==> config.mk <==
export PLATFORM = sky130hd
export DESIGN_NAME = hook_swing_controller
export DESIGN_NICKNAME = d
export VERILOG_FILES = /design/src/rtl/hook_pkg.sv /design/src/rtl/hook_tip_calc.sv /design/src/rtl/hook_swing_controller.sv
export SDC_FILE = /design/constraint.sdc
export NUM_CORES = 1
export LEC_CHECK = 0
export ABC_AREA = 1
export CAP_MARGIN = 30
export CORE_MARGIN = 2
export CORE_UTILIZATION = 50
export DETAILED_ROUTE_END_ITERATION = 7
export PLACE_DENSITY = 0.69
export SYNTH_ARGS = -nofsm -noshare
export SYNTH_HDL_FRONTEND = slang
export SYNTH_HIERARCHICAL = 1
export SYNTH_SLANG_ARGS = --single-unit
export TNS_END_PERCENT = 100
==> constraint.sdc <==
create_clock -name clk -period 6.1 [get_ports clk]
set_clock_uncertainty 0.05 [all_clocks]
set_input_delay 1.22 -clock clk [delete_from_list [all_inputs] [get_ports clk]]
set_output_delay 1.22 -clock clk [all_outputs]
set_load 0.005 [all_outputs]
==> src/rtl/hook_pkg.sv <==
// Shared types and constants for the claw hook: state encoding, default geometry
// and the fixed-point scale used by circle_object's unit vector.
package hook_pkg;

    typedef enum logic [1:0] {
        SWING   = 2'd0,
        EXTEND  = 2'd1,
        RETRACT = 2'd2
    } hook_state_t;

    localparam int DEF_PIVOT_X = 320;
    localparam int DEF_PIVOT_Y = 64;
    localparam int DEF_MIN_LEN = 24;
    localparam int DEF_MAX_LEN = 400;

    // dx/dy arrive as a unit vector scaled to 1023; a right shift by 10 undoes it.
    localparam int UNIT_SCALE  = 1023;
    localparam int SCALE_SHIFT = 10;

endpackage

==> src/rtl/hook_tip_calc.sv <==
// Combinational tip position: pivot plus rope_len scaled by the unit vector,
// mirrored in x when the hook points into the left half.
module hook_tip_calc
    import hook_pkg::*;
#(
    parameter int PIVOT_X = DEF_PIVOT_X,
    parameter int PIVOT_Y = DEF_PIVOT_Y
) (
    input  logic [9:0]  rope_len,
    input  logic [9:0]  dx,
    input  logic [9:0]  dy,
    input  logic        left_side,
    output logic [10:0] tip_x,
    output logic [10:0] tip_y
);

    logic [19:0] prod_x;
    logic [19:0] prod_y;
    logic [9:0]  off_x;
    logic [9:0]  off_y;

    assign prod_x = {10'd0, rope_len} * {10'd0, dx};
    assign prod_y = {10'd0, rope_len} * {10'd0, dy};
    assign off_x  = prod_x[SCALE_SHIFT +: 10];
    assign off_y  = prod_y[SCALE_SHIFT +: 10];

    assign tip_x = left_side ? (11'(PIVOT_X) - {1'b0, off_x})
                             : (11'(PIVOT_X) + {1'b0, off_x});
    assign tip_y = 11'(PIVOT_Y) + {1'b0, off_y};

endmodule

==> src/rtl/hook_swing_controller.sv <==
// Claw hook controller: swings the angle at the pivot, shoots and reels the rope,
// and registers the tip coordinates for the sprite and collision logic.
module hook_swing_controller
    import hook_pkg::*;
#(
    parameter int THETA_MIN     = 10,
    parameter int THETA_MAX     = 170,
    parameter int SWING_DIV     = 2,
    parameter int EXTEND_SPEED  = 4,
    parameter int RETRACT_SPEED = 4,
    parameter int MIN_LEN       = DEF_MIN_LEN,
    parameter int MAX_LEN       = DEF_MAX_LEN,
    parameter int PIVOT_X       = DEF_PIVOT_X,
    parameter int PIVOT_Y       = DEF_PIVOT_Y
) (
    input  logic        clk,
    input  logic        resetN,
    input  logic        startOfFrame,
    input  logic        shoot_key,
    input  logic        hook_collision,
    input  logic        border_hit,
    input  logic [1:0]  weight,
    input  logic [9:0]  dx_in,
    input  logic [9:0]  dy_in,
    output logic [6:0]  alpha,
    output logic        left_side,
    output logic [9:0]  rope_len,
    output logic [10:0] hookTipX,
    output logic [10:0] hookTipY,
    output logic [1:0]  hook_state,
    output logic        grabbed,
    output logic        hook_returned
);

    localparam logic [7:0]  TH_MIN    = 8'(THETA_MIN);
    localparam logic [7:0]  TH_MAX    = 8'(THETA_MAX);
    localparam logic [7:0]  DIV_LAST  = 8'(SWING_DIV - 1);
    localparam logic [9:0]  MIN_L     = 10'(MIN_LEN);
    localparam logic [9:0]  MAX_L     = 10'(MAX_LEN);
    localparam logic [9:0]  EXT_S     = 10'(EXTEND_SPEED);
    localparam logic [9:0]  RET_S     = 10'(RETRACT_SPEED);
    localparam logic [10:0] TIP_X_RST = 11'(PIVOT_X);
    localparam logic [10:0] TIP_Y_RST = 11'(PIVOT_Y + ((MIN_LEN * UNIT_SCALE) >>> SCALE_SHIFT));

    hook_state_t state, state_nx;
    logic [7:0]  theta, theta_nx, theta_step;
    logic        swing_up, swing_up_nx;
    logic [7:0]  frame_cnt, frame_cnt_nx;
    logic [9:0]  len_nx;
    logic        grabbed_nx, returned_nx;
    logic        shoot_q, shoot_edge;
    logic [9:0]  shifted, ret_step;
    logic [10:0] tip_x_c, tip_y_c;

    assign shoot_edge = shoot_key & ~shoot_q;
    assign theta_step = swing_up ? (theta + 8'd1) : (theta - 8'd1);
    assign hook_state = state;

    always_comb begin
        if (theta > 8'd90) begin
            left_side = 1'b1;
            alpha     = 7'(8'd180 - theta);
        end else begin
            left_side = 1'b0;
            alpha     = theta[6:0];
        end
    end

    // A grabbed load reels in slower with weight, but never stalls.
    always_comb begin
        shifted = RET_S >> weight;
        if (!grabbed)
            ret_step = RET_S;
        else if (shifted == 10'd0)
            ret_step = 10'd1;
        else
            ret_step = shifted;
    end

    always_comb begin
        state_nx     = state;
        theta_nx     = theta;
        swing_up_nx  = swing_up;
        frame_cnt_nx = frame_cnt;
        len_nx       = rope_len;
        grabbed_nx   = grabbed;
        returned_nx  = 1'b0;
        case (state)
            SWING: begin
                if (shoot_edge) begin
                    state_nx = EXTEND;
                end else if (startOfFrame) begin
                    if (frame_cnt == DIV_LAST) begin
                        frame_cnt_nx = 8'd0;
                        theta_nx     = theta_step;
                        if (theta_step == TH_MAX)
                            swing_up_nx = 1'b0;
                        else if (theta_step == TH_MIN)
                            swing_up_nx = 1'b1;
                    end else begin
                        frame_cnt_nx = frame_cnt + 8'd1;
                    end
                end
            end
            EXTEND: begin
                if (hook_collision) begin
                    state_nx   = RETRACT;
                    grabbed_nx = 1'b1;
                end else if (border_hit || rope_len == MAX_L) begin
                    state_nx   = RETRACT;
                    grabbed_nx = 1'b0;
                end else if (startOfFrame) begin
                    len_nx = (rope_len >= MAX_L - EXT_S) ? MAX_L : (rope_len + EXT_S);
                end
            end
            RETRACT: begin
                if (startOfFrame) begin
                    if ({1'b0, rope_len} <= ({1'b0, MIN_L} + {1'b0, ret_step})) begin
                        len_nx      = MIN_L;
                        state_nx    = SWING;
                        grabbed_nx  = 1'b0;
                        returned_nx = 1'b1;
                    end else begin
                        len_nx = rope_len - ret_step;
                    end
                end
            end
            default: state_nx = SWING;
        endcase
    end

    hook_tip_calc #(
        .PIVOT_X (PIVOT_X),
        .PIVOT_Y (PIVOT_Y)
    ) u_tip (
        .rope_len  (rope_len),
        .dx        (dx_in),
        .dy        (dy_in),
        .left_side (left_side),
        .tip_x     (tip_x_c),
        .tip_y     (tip_y_c)
    );

    always_ff @(posedge clk or negedge resetN) begin
        if (!resetN) begin
            state         <= SWING;
            theta         <= 8'd90;
            swing_up      <= 1'b1;
            frame_cnt     <= 8'd0;
            rope_len      <= MIN_L;
            grabbed       <= 1'b0;
            hook_returned <= 1'b0;
            shoot_q       <= 1'b0;
            hookTipX      <= TIP_X_RST;
            hookTipY      <= TIP_Y_RST;
        end else begin
            state         <= state_nx;
            theta         <= theta_nx;
            swing_up      <= swing_up_nx;
            frame_cnt     <= frame_cnt_nx;
            rope_len      <= len_nx;
            grabbed       <= grabbed_nx;
            hook_returned <= returned_nx;
            shoot_q       <= shoot_key;
            hookTipX      <= tip_x_c;
            hookTipY      <= tip_y_c;
        end
    end

endmodule

==> impl_metrics.yaml <==
synth:
  netlist_instances: 1461
  syn_area_per_cell_um2: 7.28
  syn_area_um2: 10600
  synth_top_cell_area_share: 0.233
  seq_area_frac_synth: 0.129
  synth-main-ff-cell: "dfrtp_1"
  ys_ff_latch: 54
  async_reset_ff_frac: 1.00
  ys.warnings.count: 6
  yosysMostFrequentCell: "nand2_1"
  syn-num-nets: 1741
  synth_area_leaders: "fa_1, ha_1, nand2_1"
  synthTopCellsByCount: "nand2_1, inv_1, ha_1"
  synth_edf_count: 0
  yosys.area.top_type: "fa_1"
  synthDistinctLibCells: 51
die:
  die_area_um2: 22500
  core-area_um2: 21000
  io_pins: 72
  initial_utilization: 0.508
  dieHeight_um: 150
  die_x_um: 150
  rows: 53
global_routing:
  first_global_vias: 9106
  grt_pass1_wl_mm: 42.1
  overflow: 0
  grt_usage: 0.230
  antenna_found_initial: 0
  grt_max_degree: 55
place:
  dp_slack_ns: -0.406
  placement.io_buffers: 71
  place_hpwl_mm: 19.7
  gp_congestion: 0.907
  post_dp_cell_area_um2: 12100
timing:
  finalSetupViolCount: 0
  finalHoldViolCount: 0
  relSlewSlack: 0.509
  finalMaxSlewViolations: 0
  tightest_slew_ns: 0.737
  rsz0062_at_grt: "true"
  fin_ws_ns: 0.180
  max_freq_mhz: 169
  fin_crit_ns: 5.92
  fin_crit_sh: 0.970
cts:
  path_clk_slew_ns: 0.08
  cts_made_buffers: 5
  cts_hold_buf: 0
  ctsRootBufferMaster: "clkbuf_16"
  insertion_delay_ns: 0.31
  clock_sinks: 54
  clk_path_buf_depth: 2
  htreeDepth: 2
  cts_tree: "yes"
final_layout:
  antennaDiodeCount: 0
  finalInstanceArea_um2: 12600
  area_growth_pct: 18.3
  drive_gt1_frac: 0.146
  nFillCells: 1917
  layout.nets: 1866
drt:
  wire_per_inst_um: 13.2
  drt_wl_total_mm: 24.6
  drc: 0
  drtIter0Drc: 462
  avgViaCountPerCell: 4.91
  first_pass_iters: 5
  antenna_left: 0
  vias: 9146
critical_path:
  crit_chain: "clkdlybuf4s50_1 > nand2_1 > fa_1 > fa_1 > inv_1 > fa_1 > inv_1 > fa_1 > fa_1 > inv_1 > ha_1 > a21oi_2 > o21ai_0 > a21oi_1 > nand2_1 > nand2_1 > nand2_1 > ha_1 > xor2_1"
  crit_top_cell: "fa_1"
  crit_path_end_kind: "flip-flop"
  slowest_delay_ns: 0.55
  slowest_stage: "fa_1"
  critPathLaunchType: "input port"
  required_ns: 6.24
  worstPathArrival_ns: 6.06
  path_class: "in -> reg"
  crit_path_max_fanout: 3
min_path:
  hold_class: "reg -> reg"
run:
  cap_violations: 0
run_status:
  status: "complete, no violations"
-- cell type report --
type,instances,area (um2),area share
Multi-Input combinational cell,1005,7940,0.630
Timing Repair Buffer,164,1420,0.113
Sequential cell,54,1370,0.109
Inverter,356,1340,0.107
Tap cell,275,344,0.0273
Clock buffer,5,125,0.00994
Clock inverter,3,47.5,0.00378
-- kinds of logic (layout without fill, tap and decap cells) --
logic type / after synthesis / in the layout / synth area share
AND/OR/NAND/NOR: 621 / 621 / 0.258
buffers and inverters: 402 / 528 / 0.149
adder cells (fa/ha/maj): 252 / 252 / 0.384
AO/OA/AOI/OAI: 96 / 96 / 0.0509
flip-flops: 54 / 54 / 0.129
XOR/XNOR: 36 / 36 / 0.0303
-- registers in the layout, indices dropped and copies added (netlist names) --
name / flops
hookTipX: 11
hookTipY: 11
rope_len: 10
frame_cnt: 8
theta: 8
hook_state: 2
grabbed: 1
hook_returned: 1
shoot_q: 1
swing_up: 1
-- critical path: cells and delay by family --
kind / cells / cell delay (ns)
fa+ha+maj: 7 / 3.18
buf+inv: 4 / 0.65
compound gates: 3 / 0.51
simple gates: 4 / 0.33
xor+xnor: 1 / 0.16
-- timing repair --
| action | CTS | global route |
|---|---|---|
| endpoints found under the setup margin | 8 | 16 |
| setup buffers | 0 | 1 |
| pin swaps | 0 | 14 |
| gates resized for setup | 9 | 52 |
-- layout by cell type, fill, tap and decap left out, types with 2 or more instances in the layout --
| cell | netlist | routed |
|---|---|---|
| inv_2 | 13 | 13 |
| clkdlybuf4s50_1 | 0 | 61 |
| dfrtp_1 | 40 | 40 |
| nor2_1 | 78 | 76 |
| a21oi_1 | 45 | 36 |
| a21oi_2 | 3 | 12 |
| xnor2_1 | 7 | 6 |
| nand3_2 | 5 | 6 |
| nand4_1 | 19 | 19 |
| nand3_4 | 2 | 2 |
| ha_1 | 128 | 116 |
| xor2_2 | 1 | 2 |
| buf_6 | 6 | 4 |
| xor2_1 | 28 | 27 |
| inv_1 | 339 | 339 |
| o21ai_0 | 26 | 20 |
| nor3_2 | 6 | 7 |
| nand3b_1 | 4 | 4 |
| clkbuf_16 | 0 | 5 |
| nand2_1 | 410 | 406 |
| inv_4 | 2 | 2 |
| nor3_1 | 6 | 5 |
| o21bai_1 | 6 | 6 |
| nand2_2 | 24 | 28 |
| o21ai_1 | 6 | 11 |
| buf_4 | 2 | 89 |
| inv_6 | 0 | 2 |
| nand3_1 | 47 | 46 |
| fa_1 | 124 | 123 |
| dfstp_2 | 14 | 14 |
| nand2_4 | 3 | 3 |
| nor2_2 | 5 | 7 |
| dlymetal6s2s_1 | 0 | 6 |
| clkbuf_2 | 0 | 2 |
| ha_4 | 0 | 11 |
| nor2_4 | 4 | 4 |
| a31o_2 | 2 | 2 |
-- per-stage QoR --
step                 util  setup TNS (ns)  hold slack [ns]  std cells
floorplan               -               0            0.443       1461
global placement    0.579           -3.57            0.457       1853
detailed placement  0.579           -4.51            0.460       1853
CTS                 0.588               0            0.472       1861
global route        0.601       -0.000127            0.522       1862
finish              0.601               0            0.469       1862
-- worst paths after layout --
check                             from          end  slack (ns)  depth (start not counted)
min in group asynchronous       resetN  rope_len[9]        1.00                          2
max reg2reg                rope_len[3]  hookTipX[8]        0.67                         26
max                           dy_in[8]  hookTipY[8]        0.18                         19
min reg2reg                   swing_up     swing_up        0.47                          2
max in group asynchronous       resetN  hookTipX[5]        4.50                          2
min                           swing_up     swing_up        0.47                          2
-- metal layers --
metal	up-vias	global-route usage	wire, um
li1	4602	-	-
met1	4307	0.332	11900
met2	210	0.370	11000
met3	27	0.0329	1360
met4	0	0.0434	301
met5	-	0	0
Power is left out: the tool's default activity adds up to more than one toggle a clock period on the data nets, which glitch-free logic cannot reach.
